### src/rtl/tx_byte_sequencer.sv
// rtl/tx_byte_sequencer.sv - TX byte fetch, bit timing and shift sequencer for one frame
// Optional inter-byte idle gap enabled by defining TX_SEQ_INTERBYTE_GAP_EN.
module tx_byte_sequencer #(
    parameter int CLKS_PER_BIT = 8,
    parameter int LEN_W        = 11,
    parameter int GAP_CLKS     = 4
) (
    input  logic             clk,
    input  logic             n_rst,
    input  logic             start,
    input  logic [LEN_W-1:0] frame_len,
    input  logic             byte_valid,
    input  logic [7:0]       byte_data,
    output logic             byte_ready,
    input  logic             pause,
    input  logic             abort,
    output logic             tx_bit,
    output logic             shift_en,
    output logic             byte_done,
    output logic             frame_done,
    output logic             busy,
    output logic             underrun
);

    localparam int BW = ($clog2(CLKS_PER_BIT) > 0) ? $clog2(CLKS_PER_BIT) : 1;
    localparam logic [BW-1:0] BIT_LAST = BW'(CLKS_PER_BIT - 1);

    typedef enum logic [2:0] {
        IDLE,
        FETCH,
        SHIFT,
        DONE
`ifdef TX_SEQ_INTERBYTE_GAP_EN
        , GAP
`endif
    } state_t;

    state_t           state;
    logic [LEN_W-1:0] len_q;
    logic [LEN_W-1:0] byte_cnt;
    logic [BW-1:0]    bit_cnt;
    logic [2:0]       bit_idx;
    logic [7:0]       shreg;
    logic             last_byte;

`ifdef TX_SEQ_INTERBYTE_GAP_EN
    localparam int GW = ($clog2(GAP_CLKS) > 0) ? $clog2(GAP_CLKS) : 1;
    localparam logic [GW-1:0] GAP_LAST = GW'(GAP_CLKS - 1);
    logic [GW-1:0] gap_cnt;
`endif

    // abort outranks every completion event, so the pulses are gated by it as well
    assign shift_en   = (state == SHIFT) && (bit_cnt == BIT_LAST) && !pause && !abort;
    assign byte_done  = shift_en && (bit_idx == 3'd7);
    assign byte_ready = (state == FETCH) && !pause && !abort;
    assign tx_bit     = (state == SHIFT) ? shreg[0] : 1'b1;
    assign busy       = (state != IDLE);
    assign last_byte  = ((byte_cnt + LEN_W'(1)) == len_q);

    always_ff @(posedge clk) begin
        if (!n_rst) begin
            state      <= IDLE;
            len_q      <= '0;
            byte_cnt   <= '0;
            bit_cnt    <= '0;
            bit_idx    <= '0;
            shreg      <= '0;
            underrun   <= 1'b0;
            frame_done <= 1'b0;
`ifdef TX_SEQ_INTERBYTE_GAP_EN
            gap_cnt    <= '0;
`endif
        end else begin
            frame_done <= 1'b0;
            if (abort) begin
                state <= IDLE;
            end else begin
                case (state)
                    IDLE: begin
                        if (start) begin
                            len_q    <= frame_len;
                            byte_cnt <= '0;
                            underrun <= 1'b0;
                            state    <= (frame_len != '0) ? FETCH : DONE;
                        end
                    end
                    FETCH: begin
                        if (byte_valid && byte_ready) begin
                            shreg   <= byte_data;
                            bit_idx <= '0;
                            bit_cnt <= '0;
                            state   <= SHIFT;
                        end else if (!byte_valid && !pause && (byte_cnt != '0)) begin
                            underrun <= 1'b1;
                        end
                    end
                    SHIFT: begin
                        if (!pause) begin
                            if (bit_cnt == BIT_LAST) begin
                                shreg   <= shreg >> 1;
                                bit_cnt <= '0;
                                bit_idx <= bit_idx + 3'd1;
                                if (bit_idx == 3'd7) begin
                                    byte_cnt <= byte_cnt + LEN_W'(1);
                                    if (last_byte) begin
                                        state <= DONE;
                                    end else begin
`ifdef TX_SEQ_INTERBYTE_GAP_EN
                                        gap_cnt <= '0;
                                        state   <= GAP;
`else
                                        state   <= FETCH;
`endif
                                    end
                                end
                            end else begin
                                bit_cnt <= bit_cnt + BW'(1);
                            end
                        end
                    end
`ifdef TX_SEQ_INTERBYTE_GAP_EN
                    GAP: begin
                        if (!pause) begin
                            if (gap_cnt == GAP_LAST) begin
                                state <= FETCH;
                            end else begin
                                gap_cnt <= gap_cnt + GW'(1);
                            end
                        end
                    end
`endif
                    DONE: begin
                        frame_done <= 1'b1;
                        state      <= IDLE;
                    end
                    default: state <= IDLE;
                endcase
            end
        end
    end

endmodule
### config.mk
export PLATFORM = sky130hd
export DESIGN_NAME = tx_byte_sequencer
export DESIGN_NICKNAME = d
export VERILOG_FILES = /design/src/rtl/tx_byte_sequencer.sv
export SDC_FILE = /design/constraint.sdc
export NUM_CORES = 1
export LEC_CHECK = 0
export ABC_AREA = 1
export CELL_PAD_IN_SITES_DETAIL_PLACEMENT = 0
export CELL_PAD_IN_SITES_GLOBAL_PLACEMENT = 1
export CORE_AREA = 2 2 98 100
export DETAILED_ROUTE_END_ITERATION = 6
export DIE_AREA = 0 0 100 102
export PLACE_DENSITY_LB_ADDON = 0.1
export SLEW_MARGIN = 20
export SYNTH_ARGS = -nofsm -noshare
export SYNTH_HDL_FRONTEND = slang
export SYNTH_SLANG_ARGS = --single-unit
export TNS_END_PERCENT = 1
### constraint.sdc
create_clock -name clk -period 3 [get_ports clk]
set_clock_uncertainty 0.15 [all_clocks]
set_input_delay 0.45 -clock clk [delete_from_list [all_inputs] [get_ports clk]]
set_output_delay 0.45 -clock clk [all_outputs]
set_load 0.02 [all_outputs]
Word-level counts from Yosys, hierarchy flattened
Cells that the tools add are included.
{ "word_totals": {"mem_bits_ro": 0, "n_memories": 0, "wordCells": 82, "output_inout_bits": 7, "in_bits": 25, "regBits": 41, "latchBits": 0, "ram_bits": 0} }
{ "classes": {"n_mul": 0, "n_bitwise": 2, "mux": 30, "n_shift": 0, "n_reduce_logical": 26, "div": 0, "eq_ne": 13, "magnitude_cmp": 0, "n_addsub": 3} }
{ "op_table": {"columns": ["operator", "count"], "rows": [
  ["$mux 11", 4],
  ["$mux 3", 10],
  ["$mux 8", 3],
  ["$pmux 11 s2", 1],
  ["$reduce_bool 11->1", 2],
  ["$pmux 8 s2", 1],
  ["$reduce_and 5->1", 3],
  ["$pmux 3 s2", 2],
  ["$add 11x1->11 const B", 1],
  ["$eq 11x11->1", 1],
  ["$logic_and 1x1->1", 9],
  ["$pmux 3 s3", 1],
  ["$ne 2x1->1 const B", 4],
  ["$add 3x1->3 const B", 2],
  ["$eq 3x2->1 const B", 2],
  ["$eq 3x3->1 const B", 2],
  ["$ne 2x2->1 const B", 3],
  ["$reduce_and 6->1", 1],
  ["$reduce_bool 2->1", 3],
  ["$mux 1", 5],
  ["$mux 2", 2],
  ["$reduce_and 4->1", 1],
  ["$eq 3x1->1 const B", 1],
  ["$logic_not 1->1", 3],
  ["6 further kinds", 7]
]} }

Depth between registers and ports, before layout
{ "logic_depth": {"word_depth": 7, "mapped_depth": 12, "depth_no_buf": 12} }

Least setup slack after synthesis
Ideal clock, no wire load.
{ "synth_timing": {"path_type": "register to output", "from": "register state[1]", "to": "output port byte_done", "required_ns": 2.400, "n_path_buf": 0, "stages_incl_launch_ff": 8, "path_slack_ns": 0.997, "arrival_time_ns": 1.403, "cell_sequence": "dfxtp_1 -> inv_2 -> nand2_2 -> nor3_4 -> nand2_2 -> nand2_2 -> nand2_4 -> nor3b_4"} }
{ "synth_via": {"elab_chain_len": 5} }
{ "synth_lines": {"columns": ["item", "line_no", "source"], "rows": [
  ["from (decl)", "38", "state_t state;"],
  ["from (signal assigned)", "84", "state <= (frame_len != '0) ? FETCH : DONE;"],
  ["$eq 3x2->1", "53", "assign shift_en = (state == SHIFT) && (bit_cnt == BIT_LAST) && !pause && !abort;"],
  ["$logic_and 1x1->1 (3 in series)", "53", null],
  ["$logic_and 1x1->1", "54", "assign byte_done = shift_en && (bit_idx == 3'd7);"],
  ["to (decl)", "19", "output logic byte_done,"]
]} }
Every way passes these cells.

Final worst setup path
{ "layout_timing": {"from": "input port abort", "to": "output port shift_en"} }
{ "layout_via": {"elab_chain_len": 2} }
{ "layout_lines": {"columns": ["item", "line_no", "source"], "rows": [
  ["from (decl)", "16", "input logic abort,"],
  ["$logic_not 1->1", "53", null],
  ["$logic_and 1x1->1", "53", null],
  ["to (decl)", "18", "output logic shift_en,"]
]} }
Every way passes these cells.

==> results by group <==
Run status
  • Result of the run: completed

Clock tree
  • H-tree depth: 2
  • Post-CTS repair timing setup buffer count: 0
  • Clock slew seen by the registers of the worst setup and hold paths: 0.09 ns
  • Inserted Clock Buffers: 5
  • CTS sink cnt: 40
  • Max Buffers Root-to-Sink: 2
  • Clock network latency to the later pin of the worst-skew pair: 0.30 ns
  • CTS Root Cell: sky130_fd_sc_hd__clkbuf_8
  • Clock tree from TritonCTS: yes

Detailed routing
  • Via count of the routed design: 2186
  • Drt pass-1 iters: 4
  • DRC violations left: 0
  • Wirelength, routed: 6706 um
  • Number of nets still failing antenna checks after routing: 0
  • DRC violation total after the first TritonRoute iteration: 90
  • Wire per inst: 14.06 um
  • Detailed-route vias per instance: 4.583

Setup path
  • Critical path endpoint category: output pin
  • Endpoint arrival time on the critical path: 2.23 ns
  • Worst setup SP type: input pin
  • Type of the worst setup path: input pin to output pin
  • CP Data Required Time: 2.40 ns
  • Worst-path fanout max: 5

Place
  • Routability cong.: 0.8075
  • Final HPWL from detailed placement: 5129 um
  • Post-placement worst setup slack: 0.07489 ns
  • Count of port buffers added during placement: 31
  • Area after DPL: 0.002691 mm2
  • DP Cell Count: 469

Synth
  • Cell accounting for the most synthesized area: sky130_fd_sc_hd__dfxtp_1
  • Post-synth top cells: sky130_fd_sc_hd__nand2_1 (79), sky130_fd_sc_hd__dfxtp_1 (40), sky130_fd_sc_hd__inv_1 (37), sky130_fd_sc_hd__a21oi_1 (34), sky130_fd_sc_hd__o21ai_0 (30)
  • Cell count after synthesis: 326
  • Post-synthesis cell area: 0.002220 mm2
  • Synthesized netlist net count: 357
  • Cell types with the largest area share after synthesis: sky130_fd_sc_hd__dfxtp_1 (36%), sky130_fd_sc_hd__nand2_1 (13%), sky130_fd_sc_hd__a21oi_1 (7.7%), sky130_fd_sc_hd__o21ai_0 (6.8%), sky130_fd_sc_hd__nand3_1 (6.3%)
  • Unique cell type count in the Yosys netlist: 31
  • Most common flop cell mapped by yosys: sky130_fd_sc_hd__dfxtp_1
  • Flip-flop and latch count after synthesis: 40
  • Post-synth EDFFs: 0
  • Fraction of synthesized cell area taken by the top area cell type: 36.08%
  • Seq/Total Area, Yosys: 36.08%
  • Cell with the most instances after synthesis: sky130_fd_sc_hd__nand2_1
  • Fraction of registers with async set or reset after synthesis: 0%
  • Average instance area after synthesis: 6.809 um2
  • YS warnings: 0

Pwr
  • Power per standard cell area: 434.3 mW/mm2
  • Internal power: 0.8774 mW
  • Fraction of power spent switching nets: 27.99%
  • Pleak: 1.128 nW
  • Portion of total power attributed to sequential cells: 46.6%
  • PnR Total Power: 1.218 mW
  • Fraction of power consumed by the clock network: 38.2%
  • Largest vdd supply drop: 0.0002035 V
  • Sw Pwr: 0.3410 mW
  • Combinational share of power: 15.2%

Global routing
  • Via count of the first global-routing pass: 1967
  • Pin count of the biggest net entering global routing: 24
  • Initial antenna violation count: 0
  • Overall track demand over capacity in global routing: 13.76%
  • First-pass GRT wire length: 10690 um
  • Total congestion overflow after global routing: 0

Floorplanning
  • DIE AREA: 0.01020 mm2
  • Height of the die: 102 um
  • Floorplan Core Area: 0.009109 mm2
  • Initial core utilization: 24.37%
  • Boundary Pins: 32
  • Site Rows: 35
  • Horizontal die dimension: 100 um

Layout
  • Total non-filler cell area in the finished layout: 0.002805 mm2
  • Fillers: 1052
  • Area Overhead vs Synth: 26.38%
  • Antenna diodes: 0
  • Fraction of final layout cells sized beyond drive strength 1: 9.563%
  • Total number of nets in the final design: 396
  • Cell Count, Final, Fillers Out: 477
  • Final Util: 30.80%

STA
  • Max_slew headroom: 59.45%
  • Shortest clock period the worst path allows after layout: 2.828 ns
  • Count of endpoints failing setup in the final report: 0
  • Actual transition at the worst max-transition pin: 0.6076 ns
  • Worst hold slack: 0.3023 ns
  • Final hold viol count: 0
  • Period utilization: 94.26%
  • Setup repair after global routing missed its margin: false
  • Final sum of negative setup slack: 0 ns
  • Final worst-path setup slack: 0.1721 ns
  • Highest Clock Rate: 353.6 MHz
  • Final slew viol count: 0

Min path
  • Type of the worst min-delay path: flop to flop

Job
  • Number of violations of the max-capacitance limit: 0
[logic make-up (layout without fill, tap and decap cells)]
| kind of cell | Yosys count | in the layout | synth area share [%] |
|---|---|---|---|
| AOI/OAI and AO/OA | 70 | 70 | 16.91 |
| xor gates and xnor gates | 1 | 1 | 0.3947 |
| buffers and inverters | 50 | 90 | 9.414 |
| adders and majority gates | 6 | 6 | 3.382 |
| and+or+nand+nor | 159 | 159 | 33.82 |
| DFF | 40 | 40 | 36.08 |
[per-layer routing]
| layer | vias up | track usage (%) | routed length [um] |
|---|---|---|---|
| met3 | 5 | 2.736 | 198 |
| met5 | - | 0 | 0 |
| met2 | 36 | 20.32 | 2887 |
| met4 | 0 | 3.477 | 70 |
| met1 | 981 | 20.47 | 3549 |
| li1 | 1164 | - | - |
[final cells by class]
| cell class | instances | area [um2] | area share [%] |
|---|---|---|---|
| Clock buffer | 5 | 68.82 | 2.453 |
| Multi-Input combinational cell | 236 | 1210 | 43.13 |
| Timing Repair Buffer | 41 | 387.9 | 13.83 |
| Clock inverter | 3 | 42.54 | 1.517 |
| Tap cell | 111 | 138.9 | 4.951 |
| Sequential cell | 40 | 800.8 | 28.55 |
| Inverter | 41 | 156.4 | 5.575 |
[worst paths after layout]
check             start     endpoint  slack, ns  depth (start not counted)
max reg2reg  bit_idx[0]  byte_cnt[4]       0.85                          9
max               abort     shift_en       0.17                          7
min reg2reg    shreg[4]     shreg[4]       0.30                          2
min            shreg[4]     shreg[4]       0.30                          2
[sequential cells by signal, indices dropped and copies added (netlist names)]
| register | flops |
|---|---|
| bit_cnt | 3 |
| bit_idx | 3 |
| byte_cnt | 11 |
| frame_done | 1 |
| len_q | 11 |
| shreg | 8 |
| state | 2 |
| underrun | 1 |
[worst max-delay path, cell delays in order]
cell                              delay [ns]
sky130_fd_sc_hd__clkdlybuf4s50_1        0.53
sky130_fd_sc_hd__nor3_4                 0.25
sky130_fd_sc_hd__nand2_2                0.08
sky130_fd_sc_hd__nand2_2                0.08
sky130_fd_sc_hd__nand2_4                0.10
sky130_fd_sc_hd__nor2_4                 0.13
sky130_fd_sc_hd__clkdlybuf4s50_1        0.62
[timing repair]
item / CTS / global route
setup endpoints to repair: 0 / 1
hold buffers: 0 / 0
resized for setup: 0 / 1
[power groups by stage]
stage	Clock (mW)	Combinational [mW]	Sequential, mW
floorplan	0	0.111	0.575
global route	0.506	0.210	0.571
finish	0.465	0.186	0.567
detailed placement	0	0.188	0.580
global placement	0	0.188	0.580
CTS	0.481	0.189	0.568
[placed cells by master, fill, tap and decap left out, drive strengths merged, types with 5 or more instances in the layout]
| cell | n |
|---|---|
| ha | 6 |
| a21oi | 34 |
| clkbuf | 5 |
| clkdlybuf4s50 | 30 |
| nand4 | 9 |
| nand2 | 85 |
| dfxtp | 40 |
| o21ai | 30 |
| nor2 | 24 |
| buf | 10 |
| inv | 41 |
| nor3 | 5 |
| nand3 | 29 |
Power figures use the tool's default switching activity.
